[src/rtl/tri_bus_arbiter.sv]
// Round-robin arbiter for a shared 4-driver tri-state bus, with a mandatory
// turnaround gap between owners and a hold limit that lets waiting requesters pre-empt.
module tri_bus_arbiter #(
    parameter int MAX_HOLD = 8,
    parameter int TURN_CYC = 1
) (
    input  logic       clk,
    input  logic       rst,
    input  logic [3:0] req,
    output logic [3:0] gnt,
    output logic [1:0] sel,
    output logic       bus_en,
    output logic       busy
);

    typedef enum logic [1:0] {
        S_IDLE  = 2'd0,
        S_TURN  = 2'd1,
        S_GRANT = 2'd2
    } state_t;

    localparam logic [3:0] HOLD_MAX = 4'(MAX_HOLD);
    // From IDLE the arbitration cycle itself adds one cycle before TURN counts down;
    // on a hand-over the previous owner's exit edge already serves that role.
    localparam logic [1:0] TURN_LD_IDLE = 2'(TURN_CYC);
    localparam logic [1:0] TURN_LD_HAND = 2'(TURN_CYC - 1);

    state_t     r_state;
    logic [1:0] r_sel;
    logic [1:0] r_last;
    logic [3:0] r_hold;
    logic [1:0] r_turn;
    logic [3:0] r_gnt;
    logic       r_bus_en;
    logic       r_busy;

    state_t     w_state_nxt;
    logic [1:0] w_sel_nxt;
    logic [1:0] w_last_nxt;
    logic [3:0] w_hold_nxt;
    logic [1:0] w_turn_nxt;
    logic [3:0] w_gnt_nxt;
    logic [3:0] w_sel_oh;
    logic [3:0] w_hold_inc;
    logic [1:0] w_pick;
    logic       w_others;
    logic       w_leave;

    function automatic logic [1:0] f_pick(input logic [3:0] q, input logic [1:0] last);
        logic [1:0] idx;
        logic [1:0] win;
        logic       found;
        win   = last;
        found = 1'b0;
        for (int k = 1; k <= 4; k++) begin
            idx = last + 2'(k);
            if (!found && q[idx]) begin
                win   = idx;
                found = 1'b1;
            end
        end
        return win;
    endfunction

    function automatic logic [3:0] f_hold_sat(input logic [3:0] h);
        return (h >= HOLD_MAX) ? HOLD_MAX : h + 4'd1;
    endfunction

    assign w_sel_oh   = 4'b0001 << r_sel;
    assign w_pick     = f_pick(req, r_last);
    assign w_others   = |(req & ~w_sel_oh);
    assign w_hold_inc = f_hold_sat(r_hold);
    assign w_leave    = !req[r_sel] || ((w_hold_inc == HOLD_MAX) && w_others);

    always_comb begin
        w_state_nxt = r_state;
        w_sel_nxt   = r_sel;
        w_last_nxt  = r_last;
        w_hold_nxt  = r_hold;
        w_turn_nxt  = r_turn;
        w_gnt_nxt   = 4'b0000;
        case (r_state)
            S_IDLE: begin
                if (|req) begin
                    w_sel_nxt   = w_pick;
                    w_turn_nxt  = TURN_LD_IDLE;
                    w_state_nxt = S_TURN;
                end
            end
            S_TURN: begin
                if (r_turn == 2'd0) begin
                    if (req[r_sel]) begin
                        w_state_nxt = S_GRANT;
                        w_gnt_nxt   = w_sel_oh;
                        w_last_nxt  = r_sel;
                        w_hold_nxt  = 4'd0;
                    end else begin
                        w_state_nxt = S_IDLE;
                    end
                end else begin
                    w_turn_nxt = r_turn - 2'd1;
                end
            end
            S_GRANT: begin
                w_hold_nxt = w_hold_inc;
                if (w_leave) begin
                    if (w_others) begin
                        // r_last equals r_sel here, so the current owner is searched last
                        w_sel_nxt   = w_pick;
                        w_turn_nxt  = TURN_LD_HAND;
                        w_state_nxt = S_TURN;
                    end else begin
                        w_state_nxt = S_IDLE;
                    end
                end else begin
                    w_gnt_nxt = w_sel_oh;
                end
            end
            default: begin
                w_state_nxt = S_IDLE;
            end
        endcase
    end

    always_ff @(posedge clk) begin
        if (rst) begin
            r_state  <= S_IDLE;
            r_sel    <= 2'd0;
            r_last   <= 2'd3;
            r_hold   <= 4'd0;
            r_turn   <= 2'd0;
            r_gnt    <= 4'b0000;
            r_bus_en <= 1'b0;
            r_busy   <= 1'b0;
        end else begin
            r_state  <= w_state_nxt;
            r_sel    <= w_sel_nxt;
            r_last   <= w_last_nxt;
            r_hold   <= w_hold_nxt;
            r_turn   <= w_turn_nxt;
            r_gnt    <= w_gnt_nxt;
            r_bus_en <= |w_gnt_nxt;
            r_busy   <= (w_state_nxt != S_IDLE);
        end
    end

    assign gnt    = r_gnt;
    assign sel    = r_sel;
    assign bus_en = r_bus_en;
    assign busy   = r_busy;

endmodule
[config.mk]
export PLATFORM = sky130hd
export DESIGN_NAME = tri_bus_arbiter
export DESIGN_NICKNAME = d
export VERILOG_FILES = /design/src/rtl/tri_bus_arbiter.sv
export SDC_FILE = /design/constraint.sdc
export NUM_CORES = 1
export LEC_CHECK = 0
export BUFFER_PORTS_ARGS = -buffer_cell sky130_fd_sc_hd__buf_4
export CAP_MARGIN = 15
export CORE_MARGIN = 4
export CORE_UTILIZATION = 61
export DETAILED_ROUTE_END_ITERATION = 16
export PLACE_DENSITY = 0.84
export SKIP_CTS_REPAIR_TIMING = 1
export SLEW_MARGIN = 15
export SYNTH_ARGS = -nofsm -noshare
export SYNTH_HDL_FRONTEND = slang
export SYNTH_SLANG_ARGS = --single-unit
[constraint.sdc]
create_clock -name clk -period 4.7 [get_ports clk]
set_input_delay 0.705 -clock clk [delete_from_list [all_inputs] [get_ports clk]]
set_output_delay 0.705 -clock clk [all_outputs]
set_load 0.01 [all_outputs]
==> results.md <==
* Antenna Nets Post-Route at 0
* Area of placed instances at 0.001264 mm²
* Worst skew pair latency at 0.29 ns
* R2r worst-path depth at 5
* DRC viols at 0
* Layout Skew at 0.001749 ns
* Multi-input logic area at 733.2 µm²
* Drt pass-1 iters at 4
* Vias/cell at 6.335
* Hold slack at 0.5257 ns
* Routed WL at approximately 2500 µm
* Worst Setup SP: sel[0]
* CTS tree: built
* Fill count at about 140
* Period utilisation layout at 48.84%
* Wire per inst at 14.95 µm
* Family with the most delay on the worst path: multiplexers
* Worst rel slew slack at 64.39%
* Final Non-Filler Cells at 164
* Core Area at approximately 0.0018 mm²
* Final core occ at 72.14%
* Synth unique cells at 51
* CP cell instances: mux4_2, o311ai_4, a31oi_4, or4_1, and3b_1
* Synth top area share at 30.35%
* Post-route cell area at 0.001286 mm²
* Post-DP HPWL at 1828 µm
* Peak VDD IR at 0.1897 mV
* Worst Setup EP: r_turn[0]
* Yosys reg bits at 18
* # rows at 15
* Seq/Total Area, Yosys at between 30 and 40%
* PnR worst setup slack at 2.405 ns
* Syn nets at around 150
* Leak pwr at between 0.4 and 0.5 nW
* PwrDens at 298.5 mW/mm²
* Placer Congestion at 0.8724
* Tot Pwr at 0.3840 mW
* # diodes at 0
* Crit path depth at 5
* Die Ht at approximately 52 µm
* H-tree depth at 1
* FF/Latch Area at between 300 and 400 µm²
* FMAX at 435.7 MHz
* Setup TNS at 0 ns
* Critical Path Sink Type: flop
* Area Growth Syn to Fin at 8.324%
* Die area at 0.002716 mm²
* Number of global-route vias before repair at ~940
* Die W at 52.12 µm
* Slowest CP cell: mux4_2
* Total GRT Usage at between 10% and 20%
* Initial Util at 66.60%
* Status: completed
* Asr flop ratio synth at 0%
* CP arrival at 2.49 ns
* Critical R2R Capture: r_turn[0]
* Longest Clk Path Bufs at 2
* Primary FF master, synth: dfxtp_1
* Max incr delay on CP at roughly 0.66 ns
* Final #Nets at roughly 150
* Final Hold Vio Count at 0
* Yosys top cell by area: dfxtp_1
* CTS sink count at 18
* RSZ-0062 raised after global routing: no
* R2r startpoint: sel[0]
* First-pass GRT wire length at between 3000 and 4000 µm
* Worst-Margin Slew at approximately 0.53 ns
* Worst slack at placement at 2.216 ns
* DR iter-0 viols at 36
* Synth warnings at 0
* Startpoint Class: flop
* Layout cells sized above 1 at 16.55%
* Initial antenna violation count at 0
* Root Buffer: clkbuf_4
* Synth Area per Inst at around 9.0 µm²
* Max Cap Viol at 0
* Top cells by area, synth: dfxtp_1, ha_1, mux2i_1
* Synthesized instance count at 132
* Required @ worst endpoint at 4.90 ns
* Top-count cell post-synth: dfxtp_1
* HP Class: reg2reg
* WP buf/inv at 0
* Most frequent cells after synthesis: dfxtp_1, inv_1, nand2_1
* Max-slew violation count at 0
* CP Class: reg2reg
* CP max FO at 12
* Reg2reg setup slack at 2.40 ns
* Placed cells at 161
* Via Count at 1039
* Number of synthesized flops with an enable pin at 0
* Gr ovfl total at 0
* Final worst path period need at between 2 and 2.5 ns
* Worst-path clk slew at 0.10 ns
* CTS Buf Count at 3
* Number of port buffers at 13
* Syn Std Cell Area at 0.001187 mm²
* Final setup fails at 0
* IO Pins at 14
* Largest net degree at the start of global routing at 15
layer usage:
metal | vias to the layer above | wire length, µm | GRT usage (%)
li1 | 504 | - | -
met4 | 0 | 55 | 10.48
met5 | - | 0 | 0
met2 | 37 | 1104 | 30.96
met1 | 491 | 1146 | 25.57
met3 | 7 | 146 | 3.438
layout by cell type, fill, tap and decap left out, drive strengths merged, types with 5 or more instances in the layout:
| cell type | netlist | final |
|---|---|---|
| mux2i | 6 | 6 |
| ha | 7 | 7 |
| nand2 | 8 | 8 |
| o21ai | 5 | 5 |
| a21oi | 5 | 5 |
| buf | 5 | 13 |
| inv | 11 | 11 |
| dfxtp | 18 | 18 |
| nor3b | 5 | 5 |
| nor2 | 5 | 5 |
| nor3 | 5 | 5 |
sequential cells by signal, summed over array words and instances, names as in the netlist:
signal,count
busy,1
gnt,4
sel,2
r_turn,2
r_state,2
bus_en,1
r_hold,4
r_last,2
final cells by class:
cell class	count	share of cell area, %
Inverter	11	3.210
Clock buffer	3	1.751
Tap cell	25	2.432
Sequential cell	18	28.02
Multi-Input combinational cell	94	57.00
Timing Repair Buffer	13	7.588
report_power, final:
group          total, mW  internal, mW  leakage, nW  switching (mW)
registers          0.181         0.164        0.147          0.0169
clock network     0.0770        0.0299       0.0138          0.0471
logic              0.126        0.0566        0.337          0.0690
total              0.384         0.251        0.497           0.133
worst min-delay path: cells and delay by family (launching register included):
family           cells  cell delay (ns)
flip-flops           1             0.36
AO/OA/AOI/OAI        1             0.08
AND/OR/NAND/NOR      1             0.06
kinds of logic (layout without fill, tap and decap cells):
family	after synthesis	count (layout)	synth area share (%)
flip-flops	18	18	30.35
AND/OR/NAND/NOR	45	45	21.71
adder cells (fa/ha/maj)	7	7	7.376
AO/OA/AOI/OAI	35	35	25.71
multiplexers	7	7	6.955
buffers and inverters	20	27	7.902
worst min-delay path by stage:
stage,cells past startpoint,to,from,slack [ns]
global route,2,r_last[0],r_last[0],0.56
global placement,2,r_last[0],r_last[0],0.51
floorplan,2,r_last[0],r_last[0],0.47
detailed placement,2,r_last[0],r_last[0],0.50
CTS,2,r_last[0],r_last[0],0.53
finish,2,r_last[0],r_last[0],0.53
Note: power is estimated with default switching activity, not from simulation.
